[config.mk]
export PLATFORM = sky130hd
export DESIGN_NAME = apu_frame_sequencer
export DESIGN_NICKNAME = d
export VERILOG_FILES = /design/src/rtl/apu_seq_pkg.sv /design/src/rtl/apu_length_counter.sv /design/src/rtl/apu_frame_sequencer.sv
export SDC_FILE = /design/constraint.sdc
export NUM_CORES = 1
export LEC_CHECK = 0
export CORE_MARGIN = 5
export CORE_UTILIZATION = 40
export DETAILED_ROUTE_END_ITERATION = 10
export GPL_ROUTABILITY_DRIVEN = 0
export GPL_TIMING_DRIVEN = 0
export PLACE_DENSITY = 0.64
export SLEW_MARGIN = 25
export SYNTH_ARGS = -nofsm -noshare
export SYNTH_HDL_FRONTEND = slang
export SYNTH_SLANG_ARGS = --single-unit
[constraint.sdc]
create_clock -name clk_100 -period 2.65 [get_ports clk_100]
set_clock_uncertainty 0.1 [all_clocks]
set_input_delay 0.265 -clock clk_100 [delete_from_list [all_inputs] [get_ports clk_100]]
set_output_delay 0.265 -clock clk_100 [all_outputs]
set_load 0.05 [all_outputs]
[src/rtl/apu_seq_pkg.sv]
// apu_seq_pkg: shared constants for the APU frame sequencer and its length counters.
package apu_seq_pkg;
  localparam int LEN_MAX_SQ = 64;
  localparam int LEN_MAX_WAVE = 256;
  // Bit s set means the strobe fires when step s completes.
  localparam logic [7:0] LEN_STEPS = 8'b01010101;
  localparam logic [7:0] SWEEP_STEPS = 8'b01000100;
  localparam logic [7:0] ENV_STEPS = 8'b10000000;
  localparam int CH_SQ1 = 0;
  localparam int CH_SQ2 = 1;
  localparam int CH_WAVE = 2;
  localparam int CH_NOISE = 3;
endpackage

[src/rtl/apu_length_counter.sv]
// apu_length_counter: one channel's length counter; expire flags the decrement that reaches zero.
module apu_length_counter #(
  parameter int W = 7,
  parameter int VW = 6,
  parameter int MAX = 64
) (
  input  logic          clk_100,
  input  logic          reset,
  input  logic          clr,
  input  logic          load,
  input  logic [VW-1:0] value,
  input  logic          trig,
  input  logic          tick,
  input  logic          en,
  output logic          expire
);
  logic [W-1:0] cnt_q, cnt_d;
  logic dec;
  // A load or trigger in the tick cycle takes precedence over the decrement.
  assign dec = !clr && !load && !trig && tick && en && cnt_q != '0;
  assign expire = dec && cnt_q == W'(1);
  always_comb begin
    cnt_d = cnt_q;
    if (clr) cnt_d = '0;
    else if (load) cnt_d = W'(MAX) - W'(value);
    else if (trig) cnt_d = (cnt_q == '0) ? W'(MAX) : cnt_q;
    else if (dec) cnt_d = cnt_q - W'(1);
  end
  always_ff @(posedge clk_100 or posedge reset)
    if (reset) cnt_q <= '0;
    else cnt_q <= cnt_d;
endmodule

[src/rtl/apu_frame_sequencer.sv]
// apu_frame_sequencer: 512 Hz frame sequencer, tick strobes, length counters and channel-active status.
module apu_frame_sequencer
  import apu_seq_pkg::*;
#(
  parameter int DIV = 195312,
  parameter int LEN_W_SQ = 7,
  parameter int LEN_W_WAVE = 9
) (
  input  logic       clk_100,
  input  logic       reset,
  input  logic       apu_en,
  input  logic [3:0] trig,
  input  logic [3:0] len_wr,
  input  logic [5:0] len_val_sq1,
  input  logic [5:0] len_val_sq2,
  input  logic [7:0] len_val_wave,
  input  logic [5:0] len_val_noise,
  input  logic [3:0] len_en,
  input  logic [3:0] dac_on,
  input  logic       sweep_ovf,
  output logic       tick_len,
  output logic       tick_sweep,
  output logic       tick_env,
  output logic [2:0] step,
  output logic [3:0] restart,
  output logic [3:0] ch_active
);
  localparam int PW = $clog2(DIV);
  logic [PW-1:0] presc_q, presc_d;
  logic [2:0] step_q, step_d;
  logic tick_len_q, tick_len_d, tick_sweep_q, tick_sweep_d, tick_env_q, tick_env_d;
  logic [3:0] restart_q, restart_d, active_q, active_d, expire;
  logic wrap, clr;
  assign clr = !apu_en;
  assign wrap = apu_en && presc_q == PW'(DIV - 1);
  always_comb begin
    presc_d = (clr || wrap) ? '0 : presc_q + PW'(1);
    step_d = clr ? '0 : step_q + 3'(wrap);
    tick_len_d = wrap && LEN_STEPS[step_q];
    tick_sweep_d = wrap && SWEEP_STEPS[step_q];
    tick_env_d = wrap && ENV_STEPS[step_q];
    restart_d = clr ? '0 : trig;
    active_d = active_q;
    // A DAC that is off wins over a trigger landing in the same cycle.
    for (int i = 0; i < 4; i++)
      active_d[i] = (clr || !dac_on[i] || expire[i] || (i == CH_SQ1 && sweep_ovf)) ? 1'b0 :
                    trig[i] ? 1'b1 : active_q[i];
  end
  always_ff @(posedge clk_100 or posedge reset)
    if (reset) begin
      presc_q <= '0;
      step_q <= '0;
      tick_len_q <= 1'b0;
      tick_sweep_q <= 1'b0;
      tick_env_q <= 1'b0;
      restart_q <= '0;
      active_q <= '0;
    end else begin
      presc_q <= presc_d;
      step_q <= step_d;
      tick_len_q <= tick_len_d;
      tick_sweep_q <= tick_sweep_d;
      tick_env_q <= tick_env_d;
      restart_q <= restart_d;
      active_q <= active_d;
    end
  apu_length_counter #(.W(LEN_W_SQ), .VW(6), .MAX(LEN_MAX_SQ)) u_len_sq1 (
    .clk_100, .reset, .clr, .load(len_wr[CH_SQ1]), .value(len_val_sq1), .trig(trig[CH_SQ1]),
    .tick(tick_len_q), .en(len_en[CH_SQ1]), .expire(expire[CH_SQ1]));
  apu_length_counter #(.W(LEN_W_SQ), .VW(6), .MAX(LEN_MAX_SQ)) u_len_sq2 (
    .clk_100, .reset, .clr, .load(len_wr[CH_SQ2]), .value(len_val_sq2), .trig(trig[CH_SQ2]),
    .tick(tick_len_q), .en(len_en[CH_SQ2]), .expire(expire[CH_SQ2]));
  apu_length_counter #(.W(LEN_W_WAVE), .VW(8), .MAX(LEN_MAX_WAVE)) u_len_wave (
    .clk_100, .reset, .clr, .load(len_wr[CH_WAVE]), .value(len_val_wave), .trig(trig[CH_WAVE]),
    .tick(tick_len_q), .en(len_en[CH_WAVE]), .expire(expire[CH_WAVE]));
  apu_length_counter #(.W(LEN_W_SQ), .VW(6), .MAX(LEN_MAX_SQ)) u_len_noise (
    .clk_100, .reset, .clr, .load(len_wr[CH_NOISE]), .value(len_val_noise), .trig(trig[CH_NOISE]),
    .tick(tick_len_q), .en(len_en[CH_NOISE]), .expire(expire[CH_NOISE]));
  assign tick_len = tick_len_q;
  assign tick_sweep = tick_sweep_q;
  assign tick_env = tick_env_q;
  assign step = step_q;
  assign restart = restart_q;
  assign ch_active = active_q;
endmodule

==> parameters.txt <==
Parameter                              Value

Power
  Leakage ... 1.97 nW
  VDD IR max ... 210 uV
  Total power divided by cell area ... 513 mW/mm^2
  Pwr Total ... 2.52 mW

Clock network
  Post-CTS resize count ... 0
  Inserted Clock Buffers ... 9
  Worst-case clock buffer depth ... 2
  Clock sink count ... 62
  Hold buffer count at cts ... 0
  Clock tree from TritonCTS ... yes
  Clock input transition at the sequential cells of the worst setup and hold paths ... 70 ps
  Clock latency at the later pin of the worst-skew pair ... 340 ps
  Clock tree root buffer cell ... clkbuf_8
  Setup Fix Bufs, Post-CTS ... 0
  Deepest level of the CTS H-tree ... 3

Timing
  Max-slew violations ... 0
  Tightest Pin Transition ... 727 ps
  Final Hold Slack ... 81.8 ps
  Setup repair after global routing missed its margin ... false
  Hold Vio Cnt, Final ... 0
  Final period demand of the worst path ... 2440 ps
  FMAX ... 0.410 GHz
  Fraction of the cycle the final worst path needs ... 92.1%
  Worst-case headroom to the max-slew limit ... 51.2%
  Setup violators final ... 0
  Summed negative setup slack over all endpoints ... 0 ps

Logic synthesis
  #FFs+latches synth ... 62
  Leading cell types by total area after synthesis ... dfrtp_1 39%, ha_1 6.0%, xnor2_1 5.3%
  Post-synthesis async set-or-reset flop share ... 100%
  Count of warnings emitted by yosys ... 0
  Commonest cells in the netlist ... 62 x dfrtp_1, 54 x nor2_1, 39 x nand2_1
  Proportion of synthesized chip area in sequential cells ... 39.2%
  Area share of the largest cell type after synthesis ... 39.2%
  Cell type with the highest aggregate area in the netlist ... dfrtp_1
  Number of enable-type register cells in the synthesized netlist ... 0
  Primary flip-flop cell chosen by synthesis mapping ... dfrtp_1
  Mean instance size in the synthesized netlist ... 8.72 um^2
  Unique masters post-synth ... 59
  Most repeated cell in the gate-level netlist after synthesis ... dfrtp_1
  Post-Synthesis Cell Area ... 0.00396 mm^2
  Synthesized net count ... 519
  Mapped Cells ... 454

GRT
  Largest net degree at the start of global routing ... 52
  Global-route wire length before repair ... 16700 um
  Initial antenna violation count ... 0
  Total grt overflow ... 0
  Via count of the first global-routing pass ... 3500
  Total GRT Usage ... 17.5%

Floorplanning
  Die height ... 109 um
  Starting density of the core ... 40.7%
  Die Wd ... 109 um
  Die area ... 0.0120 mm^2
  Placement row count ... 36
  I/O pin count ... 60
  Core footprint ... 0.00973 mm^2

Outcome
  Run status ... completed

Placed design
  IO buf count ... 55
  Post-DP HPWL ... 7320 um

Cells and area
  NumNets Final ... 586
  Fraction of layout instances using a drive strength above 1 ... 5.89%
  Total area of multi-input combinational cells ... 0.00220 mm^2
  Filler instances ... 917
  Register Area ... 0.00155 mm^2
  Antenna cells ... 0
  Area growth from synthesis to final layout ... 24.3%

Worst setup path
  CP endpoint kind ... flip-flop
  Maximum fanout encountered on the critical timing path ... 5
  Worst Path Arrival ... 2540 ps
  Required time reported for the critical path endpoint ... 2750 ps
  WS Path Type ... reg -> reg
  Number of cells on the worst reg-to-reg path ... 8
  Startpoint types ... flip-flop

Drt
  Count of routing violations after the opening detailed-route iteration ... 207
  Number of nets with antenna violations after routing ... 0
  Via density per instance ... 5.39
  Via total after detailed routing ... 3551
  Detailed Routing Iterations Pass 1 ... 5
  Post-route DRC violation count ... 0
  Post-DR wirelength/cell ... 15.0 um
  Post-Route WL ... 9880 um

Min path
  Worst Hold Class ... in -> async

Flow run
  MaxCap Viol Count ... 0
[layout by cell type (no fill, tap or decap), types with 7 or more instances in the layout]
| cell type | count |
|---|---|
| clkbuf_1 | 14 |
| ha_1 | 19 |
| a21oi_1 | 25 |
| o21ai_0 | 21 |
| or3_1 | 10 |
| xor2_1 | 11 |
| clkdlybuf4s50_1 | 55 |
| nor4_1 | 11 |
| clkbuf_8 | 9 |
| nand2_1 | 39 |
| nor2_1 | 54 |
| dfrtp_1 | 62 |
| xnor2_1 | 24 |
| nand3_1 | 15 |
| inv_1 | 28 |
| nor3_1 | 15 |
| nand4_1 | 7 |
[final timing paths]
check / from / end / slack [ps]
setup / recovery: presc_q[13] / step[2] / 210
hold / removal: reset / u_len_sq1.cnt_q[4] / 80
setup reg to reg: presc_q[13] / step[2] / 210
hold reg to reg: presc_q[0] / presc_q[0] / 380
max in group asynchronous: reset / u_len_noise.cnt_q[4] / 1870
min in group clk_100: trig[3] / restart[3] / 270
[worst max-delay path, stage by stage (launching register included)]
cell and delay [ps]:
dfrtp_1 420, nand3_1 110, or4b_1 530, nor4_2 410, and2_2 230, ha_1 150, ha_1 170, xnor2_1 120
nor2_1 60
[sequential cells by signal (all words and copies together), names as in the netlist]
| signal | flops |
|---|---|
| tick_sweep | 1 |
| u_len_sq2.cnt_q | 7 |
| restart | 4 |
| ch_active | 4 |
| step | 3 |
| tick_len | 1 |
| u_len_sq1.cnt_q | 7 |
| tick_env | 1 |
| u_len_noise.cnt_q | 7 |
| presc_q | 18 |
| u_len_wave.cnt_q | 9 |
[layer usage]
layer | GRT usage (%) | vias up | share of wire, %
met3 | 3.76 | 11 | 6.1
li1 | - | 1765 | -
met4 | 5.79 | 0 | 1.4
met2 | 26.9 | 101 | 44
met5 | 0 | - | 0
met1 | 24.6 | 1674 | 49
[power by group]
group	switching [mW]	internal, mW	leakage, nW
clock	0.384	0.528	0.106
combinational	0.319	0.242	1.03
sequential	0.0511	0.999	0.836
total	0.755	1.77	1.97
[cells by family (layout without fill, tap and decap cells)]
family | count (synthesis) | count (layout) | share of synthesized area (%)
AND/OR/NAND/NOR | 189 | 189 | 24.5
AO/OA/AOI/OAI | 99 | 99 | 16.7
flip-flops | 62 | 62 | 39.2
buffers and inverters | 48 | 120 | 5.34
XOR/XNOR | 35 | 35 | 7.74
adder cells (fa/ha/maj) | 19 | 19 | 6.01
multiplexers | 2 | 2 | 0.506
[area by class of cell]
class / instances / share of cell area (%)
clock buffer: 10 / 2.59
clock inverter: 6 / 1.75
tap: 133 / 3.38
buffer: 19 / 2.09
multi-input combinational: 344 / 44.6
inverter: 29 / 2.26
sequential: 62 / 31.5
timing repair buffer: 56 / 11.7
[stage by stage]
stage / area (um^2) / utilization (%) / worst slack, ps / instances
detailed placement: 4710 / 48.4 / 103 / 643
floorplan: 3960 / - / 474 / 454
finish: 4920 / 50.6 / 209 / 659
global placement: 4680 / 48.1 / -456 / 642
CTS: 4920 / 50.6 / 196 / 659
global route: 4920 / 50.6 / 63.3 / 659
(Power assumes the default switching activity.)
